**src/rtl/knn_pkg.sv**
```systemverilog
// Shared definitions for the knn_core sample feeder: FSM encoding and
// default parameter values.
package knn_pkg;

   localparam int DATA_W_DEF      = 32;
   localparam int FIFO_ADDR_W_DEF = 3;
   localparam int PRIME_N_DEF     = 3;

   typedef enum logic {
      ST_PRIME = 1'b0,
      ST_RUN   = 1'b1
   } state_t;

endpackage

```
**src/rtl/knn_feeder_if.sv**
```systemverilog
// CPU-side sample/result handshake plus the knn_core x/en/y connection.
// The slave modport is the feeder; the master modport is the CPU and core side.
interface knn_feeder_if import knn_pkg::*; #(
   parameter int DATA_W      = DATA_W_DEF,
   parameter int FIFO_ADDR_W = FIFO_ADDR_W_DEF
);
   logic                   push;
   logic [DATA_W-1:0]      wdata;
   logic                   full;
   logic [FIFO_ADDR_W:0]   count;
   logic                   overflow;
   logic                   pop_result;
   logic                   res_valid;
   logic [DATA_W-1:0]      res_high;
   logic [DATA_W-1:0]      res_low;
   logic                   core_en;
   logic [DATA_W-1:0]      core_x;
   logic [DATA_W-1:0]      core_y_high;
   logic [DATA_W-1:0]      core_y_low;

   modport slave (
      input  push, wdata, pop_result, core_y_high, core_y_low,
      output full, count, overflow, res_valid, res_high, res_low, core_en, core_x
   );

   modport master (
      output push, wdata, pop_result, core_y_high, core_y_low,
      input  full, count, overflow, res_valid, res_high, res_low, core_en, core_x
   );
endinterface

```
**src/rtl/knn_sync_fifo.sv**
```systemverilog
// Synchronous FIFO with occupancy count. Full/empty are judged on the
// pre-edge state, so a push into a full FIFO is refused even if it pops.
module knn_sync_fifo #(
   parameter int DATA_W = 32,
   parameter int ADDR_W = 3
) (
   input  logic              clk,
   input  logic              rst,
   input  logic              clr,
   input  logic              push,
   input  logic              pop,
   input  logic [DATA_W-1:0] wdata,
   output logic [DATA_W-1:0] rdata,
   output logic              full,
   output logic              empty,
   output logic [ADDR_W:0]   count
);
   localparam int DEPTH = 1 << ADDR_W;

   logic [DATA_W-1:0] mem [DEPTH];
   logic [ADDR_W-1:0] wr_ptr;
   logic [ADDR_W-1:0] rd_ptr;
   logic              push_ok;
   logic              pop_ok;

   assign full    = (count == (ADDR_W+1)'(DEPTH));
   assign empty   = (count == '0);
   assign push_ok = push && !full;
   assign pop_ok  = pop && !empty;
   assign rdata   = mem[rd_ptr];

   always_ff @(posedge clk or posedge rst) begin
      if (rst) begin
         wr_ptr <= '0;
         rd_ptr <= '0;
         count  <= '0;
      end else if (clr) begin
         wr_ptr <= '0;
         rd_ptr <= '0;
         count  <= '0;
      end else begin
         if (push_ok) wr_ptr <= wr_ptr + 1'b1;
         if (pop_ok)  rd_ptr <= rd_ptr + 1'b1;
         if (push_ok && !pop_ok)
            count <= count + 1'b1;
         else if (pop_ok && !push_ok)
            count <= count - 1'b1;
      end
   end

   // Storage needs no reset: the head is never observed while empty.
   always_ff @(posedge clk) begin
      if (push_ok && !clr) mem[wr_ptr] <= wdata;
   end

endmodule

```
**src/rtl/knn_feeder.sv**
```systemverilog
// Feeds queued samples into knn_core one per cycle, discards the results of
// the priming samples after each clear, and holds each later result for the CPU.
module knn_feeder import knn_pkg::*; #(
   parameter int DATA_W      = DATA_W_DEF,
   parameter int FIFO_ADDR_W = FIFO_ADDR_W_DEF,
   parameter int PRIME_N     = PRIME_N_DEF
) (
   input  logic         clk,
   input  logic         rst,
   input  logic         clear,
   knn_feeder_if.slave  bus
);
   localparam int PCW = $clog2(PRIME_N + 1);

   state_t              state;
   state_t              state_nxt;
   logic [PCW-1:0]      prime_cnt;
   logic [PCW-1:0]      prime_nxt;
   logic                res_ld;
   logic                issue;

   logic [DATA_W-1:0]   head;
   logic                fifo_empty;
   logic                fifo_full;
   logic [FIFO_ADDR_W:0] fifo_count;

   logic                overflow_q;
   logic                res_valid_q;
   logic [DATA_W-1:0]   res_high_q;
   logic [DATA_W-1:0]   res_low_q;

   knn_sync_fifo #(
      .DATA_W (DATA_W),
      .ADDR_W (FIFO_ADDR_W)
   ) u_fifo (
      .clk   (clk),
      .rst   (rst),
      .clr   (clear),
      .push  (bus.push && !clear),
      .pop   (issue),
      .wdata (bus.wdata),
      .rdata (head),
      .full  (fifo_full),
      .empty (fifo_empty),
      .count (fifo_count)
   );

   // A held result blocks the stream unless the CPU takes it this same cycle.
   assign issue = !fifo_empty && !clear &&
                  (state == ST_PRIME || !res_valid_q || bus.pop_result);

   assign bus.core_en   = issue;
   assign bus.core_x    = fifo_empty ? '0 : head;
   assign bus.full      = fifo_full;
   assign bus.count     = fifo_count;
   assign bus.overflow  = overflow_q;
   assign bus.res_valid = res_valid_q;
   assign bus.res_high  = res_high_q;
   assign bus.res_low   = res_low_q;

   always_ff @(posedge clk or posedge rst) begin
      if (rst) begin
         state     <= ST_PRIME;
         prime_cnt <= '0;
      end else begin
         state     <= state_nxt;
         prime_cnt <= prime_nxt;
      end
   end

   always_comb begin
      state_nxt = state;
      prime_nxt = prime_cnt;
      res_ld    = 1'b0;
      if (clear) begin
         state_nxt = ST_PRIME;
         prime_nxt = '0;
      end else begin
         case (state)
            ST_PRIME: begin
               if (issue) begin
                  prime_nxt = prime_cnt + 1'b1;
                  if (prime_cnt == PCW'(PRIME_N - 1)) state_nxt = ST_RUN;
               end
            end
            ST_RUN: begin
               res_ld = issue;
            end
            default: begin
               state_nxt = ST_PRIME;
               prime_nxt = '0;
            end
         endcase
      end
   end

   always_ff @(posedge clk or posedge rst) begin
      if (rst) begin
         res_valid_q <= 1'b0;
         res_high_q  <= '0;
         res_low_q   <= '0;
      end else if (clear) begin
         res_valid_q <= 1'b0;
      end else if (res_ld) begin
         res_valid_q <= 1'b1;
         res_high_q  <= bus.core_y_high;
         res_low_q   <= bus.core_y_low;
      end else if (bus.pop_result) begin
         res_valid_q <= 1'b0;
      end
   end

   // Dropped pushes are judged against pre-edge fullness.
   always_ff @(posedge clk or posedge rst) begin
      if (rst)
         overflow_q <= 1'b0;
      else if (clear)
         overflow_q <= 1'b0;
      else if (bus.push && fifo_full)
         overflow_q <= 1'b1;
   end

endmodule
```
**src/flat_wrapper.sv**
```systemverilog
// flat-port wrapper written by rule: the top's interface ports become plain ports
module knn_feeder_flat import knn_pkg::*;
#(
   parameter int DATA_W      = DATA_W_DEF,
   parameter int FIFO_ADDR_W = FIFO_ADDR_W_DEF,
   parameter int PRIME_N     = PRIME_N_DEF
)
  (clk, rst, clear, bus_push, bus_wdata, bus_pop_result, bus_core_y_high, bus_core_y_low, bus_full, bus_count, bus_overflow, bus_res_valid, bus_res_high, bus_res_low, bus_core_en, bus_core_x);
  knn_feeder_if #(.DATA_W(DATA_W), .FIFO_ADDR_W(FIFO_ADDR_W)) bus_i ();
  input  logic clk;
  input  logic rst;
  input  logic clear;
  input wire logic [$bits(bus_i.push)-1:0] bus_push;
  input wire logic [$bits(bus_i.wdata)-1:0] bus_wdata;
  input wire logic [$bits(bus_i.pop_result)-1:0] bus_pop_result;
  input wire logic [$bits(bus_i.core_y_high)-1:0] bus_core_y_high;
  input wire logic [$bits(bus_i.core_y_low)-1:0] bus_core_y_low;
  output wire logic [$bits(bus_i.full)-1:0] bus_full;
  output wire logic [$bits(bus_i.count)-1:0] bus_count;
  output wire logic [$bits(bus_i.overflow)-1:0] bus_overflow;
  output wire logic [$bits(bus_i.res_valid)-1:0] bus_res_valid;
  output wire logic [$bits(bus_i.res_high)-1:0] bus_res_high;
  output wire logic [$bits(bus_i.res_low)-1:0] bus_res_low;
  output wire logic [$bits(bus_i.core_en)-1:0] bus_core_en;
  output wire logic [$bits(bus_i.core_x)-1:0] bus_core_x;
  assign bus_i.push = bus_push;
  assign bus_i.wdata = bus_wdata;
  assign bus_i.pop_result = bus_pop_result;
  assign bus_i.core_y_high = bus_core_y_high;
  assign bus_i.core_y_low = bus_core_y_low;
  assign bus_full = bus_i.full;
  assign bus_count = bus_i.count;
  assign bus_overflow = bus_i.overflow;
  assign bus_res_valid = bus_i.res_valid;
  assign bus_res_high = bus_i.res_high;
  assign bus_res_low = bus_i.res_low;
  assign bus_core_en = bus_i.core_en;
  assign bus_core_x = bus_i.core_x;
  knn_feeder #(.DATA_W(DATA_W), .FIFO_ADDR_W(FIFO_ADDR_W), .PRIME_N(PRIME_N)) u_core (.clk(clk), .rst(rst), .clear(clear), .bus(bus_i));
endmodule
```
**config.mk**
```make
export PLATFORM = sky130hd
export DESIGN_NAME = knn_feeder_flat
export DESIGN_NICKNAME = d
export VERILOG_FILES = /design/src/rtl/knn_pkg.sv /design/src/rtl/knn_feeder_if.sv /design/src/rtl/knn_sync_fifo.sv /design/src/rtl/knn_feeder.sv /design/src/flat_wrapper.sv
export SDC_FILE = /design/constraint.sdc
export NUM_CORES = 1
export LEC_CHECK = 0
export BUFFER_PORTS_ARGS = -buffer_cell sky130_fd_sc_hd__buf_2
export CAP_MARGIN = 30
export CORE_MARGIN = 2
export CORE_UTILIZATION = 61
export DETAILED_ROUTE_END_ITERATION = 10
export PLACE_DENSITY_LB_ADDON = 0.05
export SLEW_MARGIN = 20
export SYNTH_ARGS = -nofsm -noshare
export SYNTH_HDL_FRONTEND = slang
export SYNTH_SLANG_ARGS = --single-unit
```
**constraint.sdc**
```tcl
create_clock -name clk -period 11.1 [get_ports clk]
set_input_delay 0 -clock clk [delete_from_list [all_inputs] [get_ports clk]]
set_output_delay 0 -clock clk [all_outputs]
set_load 0.03 [all_outputs]
```
Word level (Yosys, flattened, before mapping)
Memory sizes are Yosys's and may differ from the RTL's.
Index checks and enable logic that the tools add are counted.
Word-level totals
  bits in latches: 0
  input port bits: 101
  register bits after elaboration: 79
  memories: 1
  bits in writable memories: 256
  logic and storage cells: 70
  output and inout port bits: 104
  bits in read-only memories: 0
Memories
  u_core.u_fifo.mem: depth 8, width 32, read ports 1, clocked after Yosys merged registers in 0, wr ports 1, line knn_sync_fifo.sv:20  | logic [DATA_W-1:0] mem [DEPTH];
Cells by class
  add/sub/neg operators: 5
  bitwise logic cells: 2
  multiplexer cells: 24
  shift-type cells: 0
  equality and inequality tests: 3
  magnitude comparators: 0
  div/mod/pow operators: 0
  reduce and logical (&&, ||, !) cells: 26
  multiply operators: 0
Operators with widths (number)
  two-way mux 32 bit: 1
  two-way mux 1 bit: 13
  two-way mux 3 bit: 4
  two-way mux 4 bit: 3
  logical AND 1 bit: 9
  nonzero test 2 bit: 4
  adder 3 x 1 -> 3 bit, second input constant: 2
  logical NOT 1 bit: 6
  two-way mux 2 bit: 3
  nonzero test 3 bit: 2
  adder 4 x 1 -> 4 bit, second input constant: 1
  == test 4 bit, second input constant: 1
  logical NOT 4 bit: 1
  AND reduction 2 bit: 2
  subtractor 4 x 1 -> 4 bit, second input constant: 1
  adder 2 x 1 -> 2 bit, second input constant: 1
  == test 2 bit, second input constant: 1
  logical OR 1 bit: 2
  inequality test 2 bit, second input constant: 1
  inverter 1 bit: 2

Depth between registers and ports, before layout
  word-level depth: 9
  gate-level depth with buffers: 10

Modules after synthesis
From an unflattened synthesis, not the netlist that was laid out.
Second synthesis, totals
  cell total of the unflattened synthesis: 650
  area, all modules: 13375.3 µm²
By module, submodules not included
  knn_sync_fifo: cells an instance 453, times used 1, area each 10326.2 µm²
  knn_feeder: cells an instance 197, times used 1, area each 3049.2 µm²

Worst setup path before layout
Ideal clock, no wire load.
  kind: register -> register
  start: reg u_core.u_fifo.count[0]
  end: mem u_core.u_fifo.mem[1][0], enable pin
  buffers on the path: 1
  period minus slack after synthesis: 4197 ps
  data required time: 10639 ps
  slack: 6903 ps
  library setup time: 461 ps
  stages on the path, launching flop included: 7
  data arrival time: 3736 ps
  cell sequence: dfrtp_1 -> or4b_1 -> clkbuf_1 -> inv_1 -> nor3_1 -> nand2_1 -> nor3_1
On the way
  cells in the longest elaborated chain, start to end: 6
Ends and longest elaborated chain
  start, declared: line knn_sync_fifo.sv:16  | output logic [ADDR_W:0] count
  start signal, assigned: line knn_sync_fifo.sv:45  | count <= count + 1'b1;
  start signal, assigned: line knn_sync_fifo.sv:47  | count <= count - 1'b1;
  == test 4 bit: line knn_sync_fifo.sv:26  | assign full = (count == (ADDR_W+1)'(DEPTH));
  via bus_full: line flat_wrapper.sv:18  | output wire logic [$bits(bus_i.full)-1:0] bus_full;
  logical NOT 1 bit: line knn_sync_fifo.sv:28  | assign push_ok = push && !full;
  logical AND 1 bit: line knn_sync_fifo.sv:28
  logical AND 1 bit: line knn_sync_fifo.sv:53  | if (push_ok && !clr) mem[wr_ptr] <= wdata;
  two-way mux 1 bit: line knn_sync_fifo.sv:53
  two-way mux 1 bit (not written as such): line knn_sync_fifo.sv:53
  end, declared: line knn_sync_fifo.sv:20
The timed path passes the listed nets, and every way through them passes these cells.

Worst setup path after layout
  start: reg u_core.u_fifo.rd_ptr[0]
  end: out bus_core_x[11]
On the way
  cells in the longest elaborated chain, start to end: 2
Ends and longest elaborated chain
  start, declared: line knn_sync_fifo.sv:22  | logic [ADDR_W-1:0] rd_ptr;
  start signal, assigned: line knn_sync_fifo.sv:43  | if (pop_ok) rd_ptr <= rd_ptr + 1'b1;
  memory read (8 x 32 bit)
  two-way mux 32 bit: line knn_feeder.sv:53  | assign bus.core_x = fifo_empty ? '0 : head;
  end, declared: line flat_wrapper.sv:25  | output wire logic [$bits(bus_i.core_x)-1:0] bus_core_x;
No other way between the ends.

==> flow_metrics.tcl <==
set metrics [dict create \
    status "complete, no violations" \
    critical_path.cell_chain "buf_4, buf_12, mux4_2, mux2i_1, nor2_1, buf_2" \
    worst_slew_pin_slew_ns 0.980 \
    synth_top_area_share_pct 58.7 \
    yosys_warnings 0 \
    dp.final_hpwl_mm 15.9 \
    synth_seq_cells 335 \
    grt_pass1_wl_mm 41.5 \
    gp_congestion 0.738 \
    synth_nets 758 \
    vias 7244 \
    grt_pass1_vias 7626 \
    critPathArrivalTime_ns 3.00 \
    critical_path.startpoint_type "flip-flop" \
    yosysSeqAreaShare_pct 73.8 \
    clock-sinks 335 \
    grt_max_degree 67 \
    cpMaxStageDelayCell "dfrtp_4" \
    drv_slew 0 \
    rr_worst_depth 8 \
    tns_ns 0 \
    die_height_um 151 \
    rows 53 \
    worstSetupPathType "flip-flop to output port" \
    dr.pass1.iters 5 \
    postCtsResizedCells 0 \
    cts-root-buf "clkbuf_16" \
    fmax_ghz 0.334 \
    rsz0062_at_grt "no" \
    total_power_w 0.00421 \
    p_per_area_mw_per_mm2 253 \
    grt_overflow 0 \
    r2r_start "u_core.u_fifo.count[0]" \
    core_sq_mm 0.0210 \
    drtAntennaViolNets 0 \
    area_growth_pct 27.3 \
    timing_hold_violations_final 0 \
    fin_crit_sh_pct 27.0 \
    relSlewSlack_pct 34.7 \
    timing.rr.end "u_core.u_fifo.count[3]" \
    drt_iter0_drc 427 \
    clock_latency_ns 0.50 \
    drv_cap 0 \
    slowest_delay_ns 0.69 \
    synth_edf_count 256 \
    antenna_found_initial 1 \
    critPathMaxFanout 29 \
    worst_hold_path_type "input port to asynchronous set/reset pin" \
    dp.cells 1112 \
    finalNonFillerCells 1273 \
    synth_top_area_cell "edfxtp_1" \
    ir_drop_v 0.000152 \
    async_reset_ff_share_pct 23.6 \
    tritoncts "done" \
    cp-end-kind "output port" \
    drc_errors 0 \
    die_area_sq_mm 0.0227 \
    cts.htree.levels 2 \
    synth_ff_type "edfxtp_1" \
    utilization_pct 79.3 \
    setup_viol 0 \
    vias_per_cell 5.69 \
    final_nets 1083 \
    leakage_nw 6.26 \
    ios 205 \
    avgSynthCellArea_sq_um 20.1 \
    synthCells 651 \
    wl_per_cell_um 21.8 \
    crit_required_ns 11.10 \
    path_clk_slew_ns 0.07 \
    yosysMostFrequentCell "edfxtp_1" \
    cts_buffer_depth 3 \
    synth.distinct_cells 39 \
    yosys-top-cells-area "edfxtp_1, dfrtp_1, mux4_2" \
    synth_area_sq_mm 0.0131 \
    dieWidth_um 151 \
    finalWirelength_mm 27.7 \
    r2r_setup_slack_ns 8.41 \
    drive_above_1_share_pct 40.9 \
    period_needed_ns 3.00 \
    initial_core_util_pct 62.3 \
    synth_commonest_cells "edfxtp_1, dfrtp_1, mux4_2" \
    io_buffer_count 204 \
    clock_skew_ns 0.0113 \
    cts_buffers 34 \
    grt.total_usage_pct 24.5 \
]
[cells in the final DEF (no fill, tap or decap), drive strengths merged, types with 9 or more instances in the layout]
cell	instances
edfxtp	256
inv	9
dfrtp	79
nor2	50
nand2	10
clkbuf	47
mux4	64
mux2i	32
buf	219
mux2	64
dlygate4sd3	102
[what timing repair did]
action	CTS	global route
setup buffers	0	0
endpoints found under the setup margin	0	0
hold buffers	102	0
hold endpoints to repair	353	0
[layer usage]
layer	GRT usage [%]	wire, um
met2	43.9	14500
met5	0	0
met3	3.97	1810
met4	6.75	418
met1	31.4	11000
[power breakdown]
group / internal (W) / switching (W) / leakage, nW / total (W)
registers: 0.00151 / 0.000113 / 3.30 / 0.00163
logic: 0.000581 / 0.000942 / 2.45 / 0.00152
clock network: 0.000622 / 0.000439 / 0.509 / 0.00106
[worst max-delay path by stage]
stage	startpoint	end	slack, ns	depth (start not counted)
after floorplan	u_core.u_fifo.count[0]	u_core.u_fifo.mem[1][0]	6.90	6
after global placement	u_core.u_fifo.count[3]	u_core.u_fifo.mem[4][10]	8.42	4
after detailed placement	u_core.u_fifo.rd_ptr[0]	bus_core_x[11]	8.41	5
after CTS	u_core.u_fifo.rd_ptr[0]	bus_core_x[11]	7.86	5
after global routing	u_core.u_fifo.rd_ptr[0]	bus_core_x[11]	7.87	6
final	u_core.u_fifo.rd_ptr[0]	bus_core_x[11]	8.10	6
[state kept, by name (all words and copies together), names as in the netlist]
| name | count |
|---|---|
| u_core.u_fifo.mem | 256 |
| u_core.bus.res_high | 32 |
| u_core.bus.res_low | 32 |
| u_core.u_fifo.count | 4 |
| u_core.u_fifo.rd_ptr | 3 |
| u_core.u_fifo.wr_ptr | 3 |
| u_core.prime_cnt | 2 |
| u_core.bus.overflow | 1 |
| u_core.bus.res_valid | 1 |
| u_core.state | 1 |
[logic make-up after synthesis]
| group | after synthesis | share of synthesized area (%) |
|---|---|---|
| AO/OA/AOI/OAI | 18 | 0.869 |
| XOR/XNOR | 6 | 0.401 |
| adder cells (fa/ha/maj) | 6 | 0.631 |
| buffers and inverters | 39 | 1.55 |
| flip-flops | 335 | 73.8 |
| multiplexers | 160 | 19.6 |
| AND/OR/NAND/NOR | 87 | 3.14 |
[through the flow]
stage	worst slack [ns]	cell area (sq um)	hold WS [ns]
finish	8.10	16700	0.0635
detailed placement	8.41	14600	0.0150
CTS	7.86	16600	0.0434
global placement	8.42	14400	0.0116
global route	7.87	16700	0.0951
floorplan	6.90	13100	0.0989
[critical path, delay by kind of cell (launching register included)]
kind	cells	cell delay [ns]
flip-flops	1	0.69
AND/OR/NAND/NOR	1	0.10
multiplexers	2	0.71
buffers and inverters	3	0.97
[area by class of cell]
cell class | count | area [sq um]
Fill cell | 1091 | 4350
Tap cell | 275 | 344
Multi-Input combinational cell | 277 | 3290
Sequential cell | 335 | 9670
Antenna cell | 1 | 2.50
Clock buffer | 47 | 951
Timing Repair Buffer | 321 | 2300
Inverter | 7 | 26.3
Clock inverter | 10 | 80.1
Power figures use the tool's default switching activity.
